--- src/rtl/flash_read_arbiter_pkg.sv ---
// Shared types and widths for the sample-playback flash path.
package audio_pkg;

   typedef enum logic [1:0] {IDLE, READ_HI, READ_LO, DONE} arb_state_t;

   localparam int FLASH_ADDR_W = 22;
   localparam int SAMPLE_W     = 16;
   localparam int SAMPLE_IDX_W = 21;

endpackage

--- src/rtl/flash_read_arbiter_picker.sv ---
// Combinational round-robin picker: first set request at or after ptr, wrapping.
module rr_priority_picker #(
   parameter int N     = 4,
   parameter int IDX_W = $clog2(N)
) (
   input  logic [N-1:0]     req,
   input  logic [IDX_W-1:0] ptr,
   output logic [N-1:0]     grant,
   output logic [IDX_W-1:0] idx,
   output logic             any
);

   logic [IDX_W-1:0] cand;

   always_comb begin
      grant = '0;
      idx   = '0;
      any   = 1'b0;
      cand  = '0;
      for (int k = 0; k < N; k++) begin
         cand = IDX_W'((int'(ptr) + k) % N);
         if (!any && req[cand]) begin
            any         = 1'b1;
            grant[cand] = 1'b1;
            idx         = cand;
         end
      end
   end

endmodule

--- src/rtl/flash_read_arbiter.sv ---
// Round-robin arbiter sharing one 8-bit flash port between playback voices;
// each grant performs two timed byte reads and returns a 16-bit sample.
module flash_read_arbiter
   import audio_pkg::*;
#(
   parameter int N_VOICES    = 4,
   parameter int ADDR_W      = FLASH_ADDR_W,
   parameter int WAIT_CYCLES = 6
) (
   input  logic                             Clk,
   input  logic                             Reset,
   input  logic [N_VOICES-1:0]              req,
   input  logic [N_VOICES*SAMPLE_IDX_W-1:0] req_idx,
   output logic [N_VOICES-1:0]              ack,
   output logic [N_VOICES-1:0]              rd_valid,
   output logic [SAMPLE_W-1:0]              rd_data,
   output logic [ADDR_W-1:0]                flash_addr,
   input  logic [7:0]                       flash_data,
   output logic                             busy
);

   localparam int PTR_W = $clog2(N_VOICES);
   localparam int CNT_W = $clog2(WAIT_CYCLES);

   arb_state_t state, state_nxt;

   logic [PTR_W-1:0]        ptr;
   logic [CNT_W-1:0]        cnt;
   logic [N_VOICES-1:0]     win_grant;
   logic [ADDR_W-1:0]       base;
   logic [7:0]              hi_byte;
   logic [7:0]              lo_byte;
   logic                    last_wait;

   logic [N_VOICES-1:0]     pick_grant;
   logic [PTR_W-1:0]        pick_idx;
   logic                    pick_any;
   logic [SAMPLE_IDX_W-1:0] pick_sample_idx;

   rr_priority_picker #(
      .N     (N_VOICES),
      .IDX_W (PTR_W)
   ) u_picker (
      .req   (req),
      .ptr   (ptr),
      .grant (pick_grant),
      .idx   (pick_idx),
      .any   (pick_any)
   );

   assign pick_sample_idx = req_idx[int'(pick_idx)*SAMPLE_IDX_W +: SAMPLE_IDX_W];
   assign last_wait       = (cnt == CNT_W'(WAIT_CYCLES - 1));

   always_ff @(posedge Clk) begin
      if (Reset) state <= IDLE;
      else       state <= state_nxt;
   end

   always_comb begin
      state_nxt  = state;
      flash_addr = '0;
      busy       = (state != IDLE);
      case (state)
         IDLE:    if (pick_any) state_nxt = READ_HI;
         READ_HI: begin
            flash_addr = base;
            if (last_wait) state_nxt = READ_LO;
         end
         READ_LO: begin
            flash_addr = base + ADDR_W'(1);
            if (last_wait) state_nxt = DONE;
         end
         DONE:    state_nxt = IDLE;
         default: state_nxt = IDLE;
      endcase
   end

   // Control: pointer, wait counter, handshake pulses and the returned sample
   always_ff @(posedge Clk) begin
      if (Reset) begin
         ptr       <= '0;
         cnt       <= '0;
         ack       <= '0;
         rd_valid  <= '0;
         rd_data   <= '0;
         win_grant <= '0;
      end else begin
         ack      <= '0;
         rd_valid <= '0;
         case (state)
            IDLE: begin
               cnt <= '0;
               if (pick_any) begin
                  ack       <= pick_grant;
                  win_grant <= pick_grant;
                  ptr       <= (pick_idx == PTR_W'(N_VOICES - 1)) ? '0 : pick_idx + 1'b1;
               end
            end
            READ_HI, READ_LO: cnt <= last_wait ? '0 : cnt + 1'b1;
            DONE: begin
               rd_data  <= {hi_byte, lo_byte};
               rd_valid <= win_grant;
            end
            default: cnt <= '0;
         endcase
      end
   end

   // Data capture: address base and flash bytes carry no reset
   always_ff @(posedge Clk) begin
      if (state == IDLE && pick_any)
         base <= ADDR_W'({pick_sample_idx, 1'b0});
      if (state == READ_HI && last_wait)
         hi_byte <= flash_data;
      if (state == READ_LO && last_wait)
         lo_byte <= flash_data;
   end

endmodule
--- config.mk ---
export PLATFORM = sky130hd
export DESIGN_NAME = flash_read_arbiter
export DESIGN_NICKNAME = d
export VERILOG_FILES = /design/src/rtl/flash_read_arbiter_pkg.sv /design/src/rtl/flash_read_arbiter_picker.sv /design/src/rtl/flash_read_arbiter.sv
export SDC_FILE = /design/constraint.sdc
export NUM_CORES = 1
export LEC_CHECK = 0
export ABC_CLOCK_PERIOD_IN_PS = 5010
export CORE_MARGIN = 2
export CORE_UTILIZATION = 47
export CTS_CLUSTER_DIAMETER = 120
export CTS_CLUSTER_SIZE = 10
export DETAILED_ROUTE_END_ITERATION = 8
export PLACE_DENSITY = 0.86
export SYNTH_ARGS = -nofsm -noshare
export SYNTH_HDL_FRONTEND = slang
export SYNTH_HIERARCHICAL = 1
export SYNTH_SLANG_ARGS = --single-unit
--- constraint.sdc ---
create_clock -name Clk -period 5.01 [get_ports Clk]
set_input_delay 1.503 -clock Clk [delete_from_list [all_inputs] [get_ports Clk]]
set_output_delay 1.503 -clock Clk [all_outputs]
set_load 0.03 [all_outputs]
==> impl.org, run 1 <==
** Floorplanning
- Core Area :: roughly 7300 sq um
- Die height :: 90.8 microns
- The floorplan step defined a die boundary enclosing 8250 sq um.
- Total I/O pin count :: 145
- In this run the core area contains 31 standard-cell rows.
- The floorplan step set the die width to between 90 and 100 microns.
- The initial utilization of the core area, before any placement, comes to 48.6%.

** Min path
- The min-delay analysis places its worst path in the category reg2reg.

** CTS
- Counting along the longest clock path gives a buffer depth of 2.
- After clock tree synthesis, the clock-pin slew on the worst setup and hold paths is roughly 80 ps.
- CTS tree :: done
- In this run, CTS created clock tree buffers numbering 9.
- The clock net in this run drives a total of a little over 70 sinks.
- The number of setup buffers added after CTS is 0.
- The number of gates resized after CTS was 0.
- The later pin in the worst-skew pair is clocked with a latency of 350 ps.
- The clock tree synthesis step divided the H-tree into 3 levels.
- The tree is rooted in a sky130_fd_sc_hd__clkbuf_8.
- For this design, the CTS-stage hold fixing added 0 buffers.

** Placed design
- Inst Count DP :: 496
- The congestion estimate from routability-driven global placement came to 0.808.
- Total half-perimeter wirelength after legalization and detailed placement :: 6810 microns
- # port buffers :: 144
- Once placement finished, the instance area stood at 5030 sq um.

** Synth
- When the netlist entered floorplanning its net count stood at between 300 and 400.
- Avg Cell Area, Syn :: 13.1 sq um
- After Yosys synthesis, XOR and XNOR cells account for 0% of the synthesized area.
- Fraction of post-synthesis cell area in the top cell type by area :: a little under a third
- Fraction of the mapped netlist area in compound gates :: 5.72%
- The share of the Yosys chip area taken by registers is 51.1%.
- The cell count after synthesis came out at 270.
- Yosys printed 6 warnings.
- Async set-reset flop share out of synthesis :: 0%
- Summing the areas of all fa, ha and maj instances in the mapped netlist gives 4.24% of the synthesized area.
- Summed instance area of the synthesized netlist :: about 3500 sq um
- Count of unique library cells instantiated by Yosys :: 40
- Most instantiated flip-flop cell in the synthesis netlist :: sky130_fd_sc_hd__edfxtp_1
- Share of cell area taken by muxes after synthesis :: 22.1%
- Counting flops and latches in the post-synthesis netlist gives 72.
- Post-synth EDFFs :: 37
- The largest total area in the synthesized netlist belongs to sky130_fd_sc_hd__edfxtp_1.
- Summing the areas of all and, or, nand and nor instances in the mapped netlist gives 13.4% of the synthesized area.
- Sorting the synthesized cells by area gives the leading types as sky130_fd_sc_hd__edfxtp_1 (31%), sky130_fd_sc_hd__dfxtp_1 (20%), sky130_fd_sc_hd__mux4_2 (15%), sky130_fd_sc_hd__mux2i_1 (5.6%), sky130_fd_sc_hd__ha_1 (4.2%).
- After synthesis, the largest family of logic cells by area is multiplexers.

** Cells and area
- Area added between synthesis and finish :: 47.2%
- Layout cells sized above 1 :: 11.1%
- At the end of the flow, the number of nets in the layout was 518.
- After routing the design area is 5220 sq um.
- Layout Utilization :: 71.6%
- 0 antenna diodes ended up in the layout.
- After filler insertion, the fill cell instance count of the layout stands at between 500 and 600.
- Once layout is complete, the cells apart from fillers number just over 500.

** Routing
- Once detail routing completed, the nets flagged for antenna violations numbered 0.
- Number of DRC violations after detailed routing :: 0
- Summed over all layers, the routed wires come to between 8000 and 9000 microns.
- Detailed Routing Iterations Pass 1 :: 4
- Average via count per standard cell :: ~5.4
- In the final routed layout, each cell accounts on average for 17.3 microns.
- Count of routing violations after the opening detailed-route iteration :: 160
- Total vias in the final route :: 2747

** Critical path
- The worst register-to-register path has a setup slack of approximately 1300 ps.
- The critical path ends at base[6].
- Timing startpoint of the critical path :: req[3]
- Depth of the worst register-to-register path :: 7
- The critical path is of the in2reg type.
- For the worst setup path, the data required time is a little over 5000 ps.
- Arrival time of the worst setup path :: between 4000 and 5000 ps
- Crit Path Max Fanout :: 22
- The worst setup path is captured at a flip-flop.
- Worst R2R End :: base[6]
- The startpoint identified for the worst register-to-register timing path is ptr[0].
- Startpoint types :: input port

** Global route
- The first global-routing pass estimated 13900 microns of wire.
- Global routing consumed, over all layers together, 22.1% of the routing resources.
- Overflow left after global routing :: 0
- The initial antenna violation count is 0.
- Entering global routing, the biggest net connects 31 pins.
- Number of global-route vias before repair :: 2885

** Status
- The run finished with clean final reports.

** STA
- The clock arrives with 13.8 ps of skew.
- The final hold violation count came to 0.
- Of the available clock period, the critical path in the final layout requires a little over four fifths.
- Final critical delay including setup and external delays :: 4220 ps
- Setup repair after global routing left no endpoint under its margin.
- Post-route setup TNS :: 0 ps
- At the pin with the least slew margin, the transition time is 1120 ps.
- Slew Limit Fails :: 0
- Measured against its own limit, the worst slew margin works out to around 25%.
- Maximum operating frequency :: 237 MHz
- Setup violations remaining at the end of the flow were counted as 0.

** Power
- Power per standard cell area :: 519 nW/um^2
- For this design the static power due to leakage is roughly 1.9 nW.
- Across the VDD grid, the largest voltage drop is 299 uV.

** Flow run
- Max-cap violations in this run came to 0.
-- cell usage after synthesis (all sizes together) (2+ instances only) --
library cell,instances
o21ai,7
buf,10
ha,12
nor2,23
dfxtp,35
clkbuf,8
a2111oi,2
nand2b,5
and3,21
mux2i,20
a22oi,8
mux4,25
nand3,5
nor2b,4
inv,7
and2,10
a21oi,9
nand2,7
edfxtp,37
-- flip-flops by register name, summed over array words and instances (netlist names) --
| name | cells |
|---|---|
| hi_byte | 8 |
| rd_valid | 4 |
| state | 2 |
| win_grant | 4 |
| base | 21 |
| ptr | 2 |
| cnt | 3 |
| rd_data | 16 |
| lo_byte | 8 |
| ack | 4 |
-- stage by stage --
stage	power (mW)	setup slack [ps]	hold slack, ps
2_1_floorplan	1.89	1090	430
3_3_place_gp	2.25	559	444
3_5_place_dp	2.30	442	448
4_1_cts	2.73	815	460
5_1_grt	2.86	682	479
6_report	2.71	787	456
-- worst min-delay path by stage --
stage	from	end	slack [ps]	depth (start not counted)
floorplan	win_grant[0]	rd_valid[0]	430	1
CTS	win_grant[1]	win_grant[1]	460	2
global route	win_grant[0]	win_grant[0]	480	2
global placement	win_grant[1]	win_grant[1]	440	2
detailed placement	win_grant[1]	win_grant[1]	450	2
finish	win_grant[0]	win_grant[0]	460	2
-- layout make-up --
cell class / count / area [sq um] / share of cell area, %
sequential: 72 / 1810 / 34.7
clock buffer: 9 / 124 / 2.37
multi-input combinational: 173 / 1620 / 31.1
timing repair buffer: 145 / 1450 / 27.8
clock inverter: 7 / 58.8 / 1.13
inverter: 7 / 26.3 / 0.504
tap: 99 / 124 / 2.37
-- layer usage --
metal	part of all wire (%)	global-route usage (%)	up-vias	routed length (microns)
met3	8.1	7.60	15	720
met1	37	23.9	1308	3270
met5	0	0	-	0
met2	53	39.4	123	4690
met4	2.0	8.84	0	179
li1	-	-	1301	-
-- cells by family after synthesis --
| family | after synthesis |
|---|---|
| adder cells (fa/ha/maj) | 12 |
| AO/OA/AOI/OAI | 31 |
| multiplexers | 46 |
| buffers and inverters | 25 |
| flip-flops | 72 |
| AND/OR/NAND/NOR | 84 |
-- worst max-delay path, stage by stage --
cell and delay (ps):
sky130_fd_sc_hd__clkdlybuf4s50_1 490, sky130_fd_sc_hd__mux4_2 660, sky130_fd_sc_hd__nor3_1 290, sky130_fd_sc_hd__a32o_1 920, sky130_fd_sc_hd__mux4_2 430
-- report_power, final --
group | total [mW] | internal, mW | switching, mW | leakage [nW]
sequential | 0.900 | 0.833 | 0.0669 | 0.636
combinational | 1.38 | 0.645 | 0.733 | 1.17
clock | 0.429 | 0.188 | 0.240 | 0.0891
total | 2.71 | 1.67 | 1.04 | 1.90
-- placed cells by master, fill, tap and decap left out, types with 2 or more instances in the layout --
| cell | n |
|---|---|
| sky130_fd_sc_hd__clkbuf_8 | 9 |
| sky130_fd_sc_hd__edfxtp_1 | 37 |
| sky130_fd_sc_hd__inv_1 | 7 |
| sky130_fd_sc_hd__nand3_1 | 5 |
| sky130_fd_sc_hd__clkdlybuf4s50_1 | 144 |
| sky130_fd_sc_hd__ha_1 | 12 |
| sky130_fd_sc_hd__mux4_1 | 2 |
| sky130_fd_sc_hd__o21ai_0 | 7 |
| sky130_fd_sc_hd__a22oi_1 | 8 |
| sky130_fd_sc_hd__a21oi_1 | 9 |
| sky130_fd_sc_hd__nand2b_1 | 5 |
| sky130_fd_sc_hd__inv_6 | 3 |
| sky130_fd_sc_hd__and2_1 | 9 |
| sky130_fd_sc_hd__and3_1 | 21 |
| sky130_fd_sc_hd__nor2b_1 | 4 |
| sky130_fd_sc_hd__mux2i_1 | 20 |
| sky130_fd_sc_hd__clkinvlp_4 | 2 |
| sky130_fd_sc_hd__nand2_1 | 7 |
| sky130_fd_sc_hd__dfxtp_1 | 35 |
| sky130_fd_sc_hd__nor2_1 | 23 |
| sky130_fd_sc_hd__mux4_2 | 23 |
No activity file was read; power rests on OpenSTA's default activity.
==> run 2: changes to the inputs <==
--- a/config.mk
+++ b/config.mk
@@ -5,13 +5,13 @@
 export SDC_FILE = /design/constraint.sdc
 export NUM_CORES = 1
 export LEC_CHECK = 0
-export ABC_CLOCK_PERIOD_IN_PS = 5010
+export ABC_CLOCK_PERIOD_IN_PS = 3900
 export CORE_MARGIN = 2
-export CORE_UTILIZATION = 47
+export CORE_UTILIZATION = 43
 export CTS_CLUSTER_DIAMETER = 120
 export CTS_CLUSTER_SIZE = 10
 export DETAILED_ROUTE_END_ITERATION = 8
-export PLACE_DENSITY = 0.86
+export PLACE_DENSITY = 0.8
 export SYNTH_ARGS = -nofsm -noshare
 export SYNTH_HDL_FRONTEND = slang
 export SYNTH_HIERARCHICAL = 1
==> constraint.sdc (replaced) <==
create_clock -name Clk -period 3.9 [get_ports Clk]
set_input_delay 1.17 -clock Clk [delete_from_list [all_inputs] [get_ports Clk]]
set_output_delay 1.17 -clock Clk [all_outputs]
set_load 0.03 [all_outputs]
==> run 2 against run 1 <==
Compared with the run above:
- clock-buffer cell count increased by 1
- clock skew decreased by 7.8 ps
- via count decreased by 0.55%
- critical path depth decreased by 1
- cell area increased by 2.2%
- wire length decreased by 2.9%
- die area increased by 8.9%
- utilization decreased by 5.6 points
- clock power increased by 41%
- register-to-register slack got worse by 670 ps
- hold slack improved by 2.4 ps
- combinational power increased by 34%
- largest cell class unchanged
- largest power group unchanged
==> impl.org, run 2 (synthesis results as in run 1) <==
** Status
- The flow ran to the end, and the final reports show no timing, DRC or antenna violations.

** CTS
- Clock-pin slew on the worst setup and hold paths :: 70 ps (about the same)
- Clock latency reported for the late side of the worst-skew pair :: 330 ps (-20 ps)
- The number of buffers inserted by post-CTS setup repair came to 0 (unchanged).
- The number of buffers created by CTS came to 9 (unchanged).
- Maximum count of clock buffers along a single path :: 2 (unchanged)
- TritonCTS built the clock tree.
- Number of gates given a new drive strength after cts :: 0 (unchanged)
- Cell at the root of the clock tree :: sky130_fd_sc_hd__clkbuf_8
- The maximum level of the CTS H-tree came to 3 (unchanged).
- Hold buffer count at cts :: 0 (unchanged)
- The number of sinks driven by the clock tree is 72 (unchanged).

** Cells and area
- Layout cells sized above 1 :: 12.6% (+1.5 points)
- Area added between synthesis and finish :: 50.5%
- Flip-flop count of the largest register, all copies and words added :: 21 (unchanged)
- Number of inserted diodes :: 0 (unchanged)
- Leading registers by flop count :: base (21), rd_data (16)
- Leading cell type in the layout, fill and taps excluded :: sky130_fd_sc_hd__clkdlybuf4s50_1
- Most flops, register :: base
- Count of nets after finishing :: 525 (+1.4%)
- In the layout the commonest cells are sky130_fd_sc_hd__clkdlybuf4s50_1 (144), sky130_fd_sc_hd__edfxtp_1 (37), sky130_fd_sc_hd__dfxtp_1 (35).
- The post-route core utilization is 65.9% (-5.6 points).

** Critical path
- The worst register-to-register path begins at ptr[0].
- The number of cell instances on the worst register-to-register path came to 8 (+1).
- In this run the critical register-to-register path is captured at base[12].
- Worst setup slack for register-to-register paths :: 660 ps (-670 ps)
- Timing startpoint of the critical path :: state[1]
- The arrival time of the worst setup path came to 2500 ps (-1800 ps).
- By startpoint and endpoint, the worst setup path is classified as reg2out.
- The worst setup path is launched from a flip-flop.
- The worst setup path is captured at a primary output.
- Critical path required time :: 2730 ps (-2360 ps)
- Crit Path Max Fanout :: 25 (+14%)
- The critical path ends at flash_addr[3].

** Global route
- Number of antenna violations at the first check in global routing :: 0 (unchanged)
- The via count of the first global-routing pass was 2760 (-4.3%).
- Aggregate global-route resource usage :: 19.7% (-2.3 points)
- The maximum number of pins on one net before global-route repair was 26 (-16%).
- The total congestion overflow was 0 (unchanged).
- The global-route wire length before repair is 13200 microns (-4.9%).

** STA
- Post-route setup TNS :: 0 ps (unchanged)
- The relative max-transition margin was 21.6% (-3.6 points).
- Final hold violation count :: 0 (unchanged)
- The worst clock skew was 5.99 ps (-7.80 ps).
- Based on the critical path, the design can be clocked at up to 273 MHz.
- Dividing the final minimum period by the clock period gives between 90% and 100%.
- The worst path needs approximately 3700 ps of the cycle, external delays included.
- RSZ-0062 raised after global routing :: no
- The slew at the pin closest to its max-slew limit is 1180 ps (+54.1 ps).
- The final count of pins violating max slew came to 0 (unchanged).
- The setup violation total in the final timing report is 0 (unchanged).

** Floorplanning
- Width of the die :: 94.8 microns (+4.3%)
- The number of cell rows is 33 (+6.5%).
- Total I/O pin count :: 145 (unchanged)
- The die extent in y came to 94.8 microns (+4.3%).
- The core area is 8090 sq um (+11%).
- Effective utilization at floorplan :: 43.8% (-4.8 points)
- Die footprint :: 8980 sq um (+8.9%)

** Routing
- The total via count in the routed design was 2732 (-0.55%).
- The detailed-route wire length came to 8610 microns (-2.9%).
- The number of DRC markers after the initial detailed-route iteration was 165 (+3.1%).
- The DRC violation count after routing was 0 (unchanged).
- The routed length per instance is 16.4 microns (-5.3%).
- Residual antenna-violating net count after detailed routing :: 0 (unchanged)
- The number of iterations in the first detailed-routing pass is 4 (unchanged).
- The number of vias per cell after detailed routing came to 5.20 (-3.0%).

** Min path
- The worst hold path belongs to the class reg2reg.

** Power
- Static Leakage :: 1.96 nW (+3.2%)
- The power density over the cells came to 677 nW/um^2 (+30%).
- The total power of the final layout was 3.61 mW (+33%).
- IR Drop Worst-Case VDD :: 359 uV (+20%)

** Placed design
- The total of buffers placed on input and output ports is 144 (unchanged).
- The post-detailed-placement half-perimeter wirelength was 6590 microns (-3.2%).
- The routability congestion estimate was 0.817 (+1.1%).

** Flow run
- The max-capacitance violation count is 0 (unchanged).
==> run 2: worst min-delay path by stage <==
stage	from	to	slack [ps]	depth (start not counted)
after floorplan	win_grant[0]	rd_valid[0]	430	1
after global placement	win_grant[2]	win_grant[2]	450	2
after detailed placement	win_grant[3]	win_grant[3]	450	2
after CTS	win_grant[3]	win_grant[3]	460	2
after global routing	win_grant[3]	win_grant[3]	480	2
final	win_grant[3]	win_grant[3]	460	2
==> run 2: final cells by class <==
class	count	area (sq um)
sequential	72	1810
inverter	7	26.3
tap	105	131
multi-input combinational	173	1620
timing repair buffer	152	1530
clock buffer	10	149
clock inverter	6	65.1
fill	615	2760
==> run 2: critical path, stage by stage (launching register included) <==
cell and delay (ps):
sky130_fd_sc_hd__dfxtp_1 410, sky130_fd_sc_hd__inv_1 100, sky130_fd_sc_hd__ha_1 670, sky130_fd_sc_hd__and3_1 290, sky130_fd_sc_hd__clkdlybuf4s50_1 690
==> run 2: metrics by stage <==
step | setup WS, ps | instance area, sq um | hold WS [ps] | instances
after floorplan | 317 | 3540 | 430 | 270
after global placement | 150 | 5120 | 446 | 509
after detailed placement | 55.4 | 5120 | 449 | 509
after CTS | 205 | 5330 | 460 | 525
after global routing | 108 | 5330 | 475 | 525
final | 233 | 5330 | 459 | 525
==> run 2: per-layer routing <==
layer  vias to the layer above  global-route usage, %  part of all wire, %
li1                       1310                      -                    -
met1                      1297                   22.0                   38
met2                       121                   34.9                   52
met3                         4                   6.62                  8.9
met4                         0                   7.37                 0.86
met5                         -                      0                    0
==> run 2: power breakdown <==
group	leakage [nW]	internal [mW]	switching, mW
Sequential	0.636	1.07	0.0844
Combinational	1.22	0.907	0.947
Clock	0.108	0.335	0.271
Total	1.96	2.31	1.30
